--- config.mk ---
export PLATFORM = sky130hd
export DESIGN_NAME = stream_merge_hub_flat
export DESIGN_NICKNAME = d
export VERILOG_FILES = /design/src/rtl/stream_merge_hub_if.sv /design/src/rtl/stream_merge_hub.sv /design/src/flat_wrapper.sv
export SDC_FILE = /design/constraint.sdc
export NUM_CORES = 1
export LEC_CHECK = 0
export ABC_CLOCK_PERIOD_IN_PS = 2150
export CORE_ASPECT_RATIO = 0.75
export CORE_MARGIN = 2
export CORE_UTILIZATION = 30
export DETAILED_ROUTE_END_ITERATION = 12
export GPL_TIMING_DRIVEN = 0
export HOLD_SLACK_MARGIN = 0.06
export PLACE_DENSITY = 0.76
export SLEW_MARGIN = 5
export SYNTH_ARGS = -nofsm -noshare
export SYNTH_HDL_FRONTEND = slang
export SYNTH_HIERARCHICAL = 1
export SYNTH_SLANG_ARGS = --single-unit
--- constraint.sdc ---
create_clock -name clk -period 2.15 [get_ports clk]
set_input_delay 0.43 -clock clk [delete_from_list [all_inputs] [get_ports clk]]
set_output_delay 0.43 -clock clk [all_outputs]
set_load 0.01 [all_outputs]
--- src/rtl/stream_merge_hub_if.sv ---
// Bundle of the hub's stream and exception signals.
// slave = the hub itself, master = producers/consumer/exception sources around it.
interface stream_merge_hub_if #(
  parameter int WIDTH    = 32,
  parameter int CHANNELS = 4,
  parameter int CHW      = 2
);
  // Packed so that channel i sits at flat bits [i*WIDTH +: WIDTH]
  logic [CHANNELS-1:0][WIDTH-1:0] in_data;
  logic [CHANNELS-1:0]            in_stb;
  logic [CHANNELS-1:0]            in_last;
  logic [CHANNELS-1:0]            in_ack;
  logic [WIDTH-1:0]               out_data;
  logic                           out_last;
  logic [CHW-1:0]                 out_chan;
  logic                           out_stb;
  logic                           out_ack;
  logic [CHANNELS-1:0]            exc_in;
  logic                           exc_clear;
  logic                           exception;
  logic [CHW-1:0]                 exc_src;

  modport slave (
    input  in_data, in_stb, in_last, out_ack, exc_in, exc_clear,
    output in_ack, out_data, out_last, out_chan, out_stb, exception, exc_src
  );

  modport master (
    output in_data, in_stb, in_last, out_ack, exc_in, exc_clear,
    input  in_ack, out_data, out_last, out_chan, out_stb, exception, exc_src
  );
endinterface

--- src/rtl/stream_merge_hub.sv ---
// N-to-1 packet-locked round-robin merge of stb/ack streams with a sticky exception.
// Optional stall watchdog: define STREAM_MERGE_HUB_WATCHDOG_EN.
module stream_merge_hub_lane #(
  parameter int CHW = 2,
  parameter int IDX = 0
) (
  input  logic           granting,
  input  logic [CHW-1:0] grant,
  input  logic           stb,
  input  logic           room,
  output logic           sel,
  output logic           ack
);
  assign sel = granting && (grant == CHW'(IDX));
  assign ack = sel && stb && room;
endmodule

module stream_merge_hub #(
  parameter int WIDTH    = 32,
  parameter int CHANNELS = 4,
  parameter int CHW      = 2,
  parameter int TIMEOUT  = 1024
) (
  input logic             clk,
  input logic             rst,
  stream_merge_hub_if.slave bus
);
  typedef enum logic {IDLE, GRANT} state_t;

  state_t              state;
  logic [CHW-1:0]      grant, last_grant, pick, exc_low;
  logic [CHANNELS-1:0] sel, ack, exc_vec;
  logic                room, xfer, xfer_last, wd_fire;
  logic [WIDTH-1:0]    out_data_q;
  logic                out_last_q, out_stb_q, exc_q;
  logic [CHW-1:0]      out_chan_q, exc_src_q;

  // A word may enter the output register when it is empty or draining this cycle.
  assign room = !out_stb_q || bus.out_ack;

  for (genvar i = 0; i < CHANNELS; i++) begin : g_lane
    stream_merge_hub_lane #(.CHW(CHW), .IDX(i)) u_lane (
      .granting (state == GRANT),
      .grant    (grant),
      .stb      (bus.in_stb[i]),
      .room     (room),
      .sel      (sel[i]),
      .ack      (ack[i])
    );
  end

  assign bus.in_ack = ack;
  assign xfer       = |ack;
  assign xfer_last  = bus.in_last[grant];

  // Round-robin: lowest requester above last_grant wins, else lowest at/below it.
  always_comb begin
    pick = '0;
    for (int i = CHANNELS-1; i >= 0; i--)
      if (bus.in_stb[i] && (CHW'(i) <= last_grant)) pick = CHW'(i);
    for (int i = CHANNELS-1; i >= 0; i--)
      if (bus.in_stb[i] && (CHW'(i) > last_grant)) pick = CHW'(i);
  end

`ifdef STREAM_MERGE_HUB_WATCHDOG_EN
  localparam int WDW = $clog2(TIMEOUT + 1);
  logic [WDW-1:0] wd_cnt;

  assign wd_fire = (state == GRANT) && !xfer && (wd_cnt == WDW'(TIMEOUT - 1));

  always_ff @(posedge clk or negedge rst) begin
    if (!rst)                                  wd_cnt <= '0;
    else if (state != GRANT || xfer || wd_fire) wd_cnt <= '0;
    else                                       wd_cnt <= wd_cnt + 1'b1;
  end
`else
  assign wd_fire = 1'b0;
`endif

  // A watchdog release is reported as an exception from the stalled channel.
  assign exc_vec = bus.exc_in | (wd_fire ? sel : '0);

  always_comb begin
    exc_low = '0;
    for (int i = CHANNELS-1; i >= 0; i--)
      if (exc_vec[i]) exc_low = CHW'(i);
  end

  always_ff @(posedge clk or negedge rst) begin
    if (!rst) begin
      state      <= IDLE;
      grant      <= '0;
      last_grant <= CHW'(CHANNELS - 1);
      out_data_q <= '0;
      out_last_q <= 1'b0;
      out_chan_q <= '0;
      out_stb_q  <= 1'b0;
      exc_q      <= 1'b0;
      exc_src_q  <= '0;
    end else begin
      if (xfer) begin
        out_data_q <= bus.in_data[grant];
        out_last_q <= xfer_last;
        out_chan_q <= grant;
        out_stb_q  <= 1'b1;
      end else if (bus.out_ack) begin
        out_stb_q  <= 1'b0;
      end

      case (state)
        IDLE:
          if (|bus.in_stb) begin
            grant <= pick;
            state <= GRANT;
          end
        GRANT:
          if ((xfer && xfer_last) || wd_fire) begin
            last_grant <= grant;
            state      <= IDLE;
          end
        default: state <= IDLE;
      endcase

      if (|exc_vec) begin
        exc_q <= 1'b1;
        if (!exc_q || bus.exc_clear) exc_src_q <= exc_low;
      end else if (bus.exc_clear) begin
        exc_q <= 1'b0;
      end
    end
  end

  assign bus.out_data  = out_data_q;
  assign bus.out_last  = out_last_q;
  assign bus.out_chan  = out_chan_q;
  assign bus.out_stb   = out_stb_q;
  assign bus.exception = exc_q;
  assign bus.exc_src   = exc_src_q;
endmodule

--- src/flat_wrapper.sv ---
// flat-port wrapper written by rule: the top's interface ports become plain ports
module stream_merge_hub_flat 
#(
  parameter int WIDTH    = 32,
  parameter int CHANNELS = 4,
  parameter int CHW      = 2,
  parameter int TIMEOUT  = 1024
)
  (clk, rst, bus_in_data, bus_in_stb, bus_in_last, bus_out_ack, bus_exc_in, bus_exc_clear, bus_in_ack, bus_out_data, bus_out_last, bus_out_chan, bus_out_stb, bus_exception, bus_exc_src);
  stream_merge_hub_if #(.WIDTH(WIDTH), .CHANNELS(CHANNELS), .CHW(CHW)) bus_i ();
  input logic clk;
  input logic rst;
  input wire logic [$bits(bus_i.in_data)-1:0] bus_in_data;
  input wire logic [$bits(bus_i.in_stb)-1:0] bus_in_stb;
  input wire logic [$bits(bus_i.in_last)-1:0] bus_in_last;
  input wire logic [$bits(bus_i.out_ack)-1:0] bus_out_ack;
  input wire logic [$bits(bus_i.exc_in)-1:0] bus_exc_in;
  input wire logic [$bits(bus_i.exc_clear)-1:0] bus_exc_clear;
  output wire logic [$bits(bus_i.in_ack)-1:0] bus_in_ack;
  output wire logic [$bits(bus_i.out_data)-1:0] bus_out_data;
  output wire logic [$bits(bus_i.out_last)-1:0] bus_out_last;
  output wire logic [$bits(bus_i.out_chan)-1:0] bus_out_chan;
  output wire logic [$bits(bus_i.out_stb)-1:0] bus_out_stb;
  output wire logic [$bits(bus_i.exception)-1:0] bus_exception;
  output wire logic [$bits(bus_i.exc_src)-1:0] bus_exc_src;
  assign bus_i.in_data = bus_in_data;
  assign bus_i.in_stb = bus_in_stb;
  assign bus_i.in_last = bus_in_last;
  assign bus_i.out_ack = bus_out_ack;
  assign bus_i.exc_in = bus_exc_in;
  assign bus_i.exc_clear = bus_exc_clear;
  assign bus_in_ack = bus_i.in_ack;
  assign bus_out_data = bus_i.out_data;
  assign bus_out_last = bus_i.out_last;
  assign bus_out_chan = bus_i.out_chan;
  assign bus_out_stb = bus_i.out_stb;
  assign bus_exception = bus_i.exception;
  assign bus_exc_src = bus_i.exc_src;
  stream_merge_hub #(.WIDTH(WIDTH), .CHANNELS(CHANNELS), .CHW(CHW), .TIMEOUT(TIMEOUT)) u_core (.clk(clk), .rst(rst), .bus(bus_i));
endmodule
==> summary.md <==
| Metric | Value |
|---|---|
| Synth top area cells | `dfrtp_1 40%, mux4_2 28%, mux2_2 15%` |
| Drt wl/cell | `around 17 um` |
| R2R cell count | `4` |
| Initial drt markers | `35` |
| Core Util, Final | `0.570` |
| Crit share post-route | `0.937` |
| Fill cells | `720` |
| Max Fclk | `496 MHz` |
| Via Count | `approximately 2400` |
| DRC Markers | `0` |
| Period minus WS final | `2.02 ns` |
| Commonest non-fill, non-tap cell in the layout | `clkdlybuf4s50_1` |
| Antenna Nets Post-Route | `0` |
| Layout cells sized above 1 | `0.270` |
| Peak VDD IR | `~0.00049 V` |
| Worst r2r dst | `u_core/bus.out_data[4]$_DFFE_PN0P_` |
| Nets | `approximately 510` |
| Row count | `29` |
| Vias in the first global route | `around 2600` |
| Die Wd | `112 um` |
| Synth Area per Inst | `between 15 and 20 um^2` |
| Commonest non-fill, non-tap cells in the layout | `180 x clkdlybuf4s50_1, 42 x dfrtp_1, 34 x mux2_2, 33 x mux4_2, 7 x buf_6` |
| Setup crit start kind | `flop` |
| Status | `completed` |
| Final WL | `8150 um` |
| CTS Hold Bufs | `0` |
| Clk sink count | `between 40 and 50` |
| Worst Tran Pin Value | `0.635 ns` |
| Area Overhead vs Synth | `83.6%` |
| PortBufs | `roughly 190` |
| Yosys top cell area share | `0.399` |
| Crit-path cells | `buf_2 -> clkbuf_1 -> mux4_2 -> mux2_2` |
| Number of synthesized register bits | `44` |
| CP max stage delay | `approximately 0.53 ns` |
| Crit path arrival time | `2.18 ns` |
| Max cap viols | `0` |
| CP endpoint kind | `flop` |
| First-pass GRT wire length | `12900 um` |
| Tightest Hold Check Type | `primary input to asynchronous set/reset pin` |
| Initial core utilization | `0.310` |
| Die ar. | `0.00955 mm^2` |
| Clk buf depth | `2` |
| WS Path Type | `flop to flop` |
| Worst slew margin | `0.577` |
| Gpl congestion | `0.855` |
| Number of CTS-inserted buffers | `5` |
| Root Driver | `clkbuf_16` |
| Clk_skew | `between 0.003 and 0.004 ns` |
| Max Slew Vio Count | `0` |
| R2R Setup Slk | `0.13 ns` |
| Htree depth | `2` |
| Area leader, netlist | `dfrtp_1` |
| RSZ-0062 raised after global routing | `false` |
| Chip height | `around 85 um` |
| Antenna diodes | `0` |
| PD cells | `roughly 1200 mW/mm^2` |
| Core ar. | `around 0.0085 mm^2` |
| Final Hold Vio Count | `0` |
| Overflow after GRT | `0` |
| Final HPWL DP | `slightly below 7000 um` |
| R2r startpoint | `u_core/grant[1]$_DFFE_PN0P_` |
| Worst EP required | `roughly 2.3 ns` |
| Syn Nets | `309` |
| Worst-Skew Late Latency | `0.28 ns` |
| Largest net degree at the start of global routing | `24` |
| Syn. warnings | `6` |
| Post-Syn Instances | `between 150 and 200` |
| All-Layer GR Usage | `0.172` |
| TritonCTS clock tree | `yes` |
| Antenna violations before repair | `0` |
| Io pins | `~190` |
| Final setup vio count | `0` |
| Area of the mapped netlist | `roughly 0.0026 mm^2` |
| Netlist cell types | `29` |
| Crit Path Max Fanout | `10` |
| Total power | `about 0.0057 W` |
| Share of the yosys chip area belonging to registers | `0.419` |
| Reg clk slew, reported paths | `approximately 0.060 ns` |
| Leak Pwr | `1.90 nW` |
| CP max stage cell | `clkbuf_1` |
| Vias/cell | `about 5` |
| Drt pass-1 iters | `4` |
==> critical path, delay by kind of cell (launching register included) <==
kind                   cells  cell delay [ns]
buffers and inverters      2             0.80
multiplexers               2             0.69
flip-flops                 1             0.41
==> layout make-up <==
cell class,instances,area [um^2],area share
flip-flops and latches,44,1100,0.228
clock inverters,2,10.0,0.00207
clock buffers,6,139,0.0287
well taps,108,135,0.0279
multi-input cells,109,1450,0.300
plain buffers,11,95.1,0.0197
inverters,1,3.75,0.000776
repair buffers,190,1900,0.393
==> kinds of logic (layout without fill, tap and decap cells) <==
kind of cell,count (synthesis),in the layout,synth area share
multiplexers,70,70,0.442
AND/OR/NAND/NOR,27,27,0.0694
AO/OA/AOI/OAI,12,12,0.0323
flip-flops,44,44,0.419
buffers and inverters,12,210,0.0375
==> sequential cells by signal, indices dropped and copies added (netlist names) <==
name                  count
u_core/state              1
u_core/bus.out_stb        1
u_core/bus.exception      1
u_core/bus.out_chan       2
u_core/last_grant         2
u_core/bus.out_data      32
u_core/bus.out_last       1
u_core/bus.exc_src        2
u_core/grant              2
==> how the worst max path moves through the flow <==
stage / cells past startpoint / endpoint / slack [ns] / start
after CTS: 4 / u_core/bus.out_data[9]$_DFFE_PN0P_ / 0.12 / u_core/grant[1]$_DFFE_PN0P_
final: 4 / u_core/bus.out_data[4]$_DFFE_PN0P_ / 0.13 / u_core/grant[1]$_DFFE_PN0P_
after global routing: 4 / u_core/bus.out_data[4]$_DFFE_PN0P_ / 0.02 / u_core/grant[1]$_DFFE_PN0P_
after detailed placement: 6 / u_core/bus.out_data[31]$_DFFE_PN0P_ / -0.59 / bus_out_ack
after floorplan: 5 / u_core/bus.out_data[20]$_DFFE_PN0P_ / 0.09 / u_core/state$_DFF_PN0_
after global placement: 1 / u_core/bus.out_data[18]$_DFFE_PN0P_ / -0.60 / rst
==> repair_timing <==
item                       in CTS  in global routing
setup endpoints to repair      43                  0
setup buffers                   3                  0
gates resized for setup         8                  0
==> synthesized netlist by cell type <==
cell	n
dfrtp_1	42
mux2_2	34
mux4_2	33
buf_6	7
nor2_1	5
and3_1	4
nand2b_1	4
clkbuf_1	3
nand2_1	3
o21a_1	3
o21ai_0	3
a21oi_1	2
and3b_1	2
dfstp_2	2
mux2_1	2
nor2b_1	2
nor4_1	2
a21boi_0	1
and3_4	1
buf_2	1
inv_1	1
mux2_4	1
nand3b_1	1
nor3b_1	1
nor3b_2	1
nor4_4	1
o221a_2	1
o32a_1	1
o41ai_1	1
==> metal layers <==
layer / global-route usage / up-vias / part of all wire
met1: 0.190 / 1177 / 0.38
met5: 0 / - / 0
met3: 0.0693 / 6 / 0.10
met2: 0.314 / 124 / 0.51
met4: 0.0344 / 0 / 0.0065
li1: - / 1055 / -
==> stage by stage <==
step	setup slack, ns	instances	TNS, ns	instance area, um^2	hold WS (ns)
floorplan	0.0886	165	0	2630	0.134
global placement	-0.599	459	-45.32	4630	0.476
detailed placement	-0.593	460	-21.29	4650	0.454
CTS	0.121	471	0	4840	0.148
global route	0.0221	471	0	4840	0.166
finish	0.135	471	0	4840	0.129
==> report_power, final <==
part / switching [W] / internal [W] / total (W)
Clock: 0.000299 / 0.000458 / 0.000757
Combinational: 0.00128 / 0.00220 / 0.00347
Sequential: 0.000235 / 0.00126 / 0.00149
Total: 0.00181 / 0.00391 / 0.00572
Power figures use the tool's default switching activity.
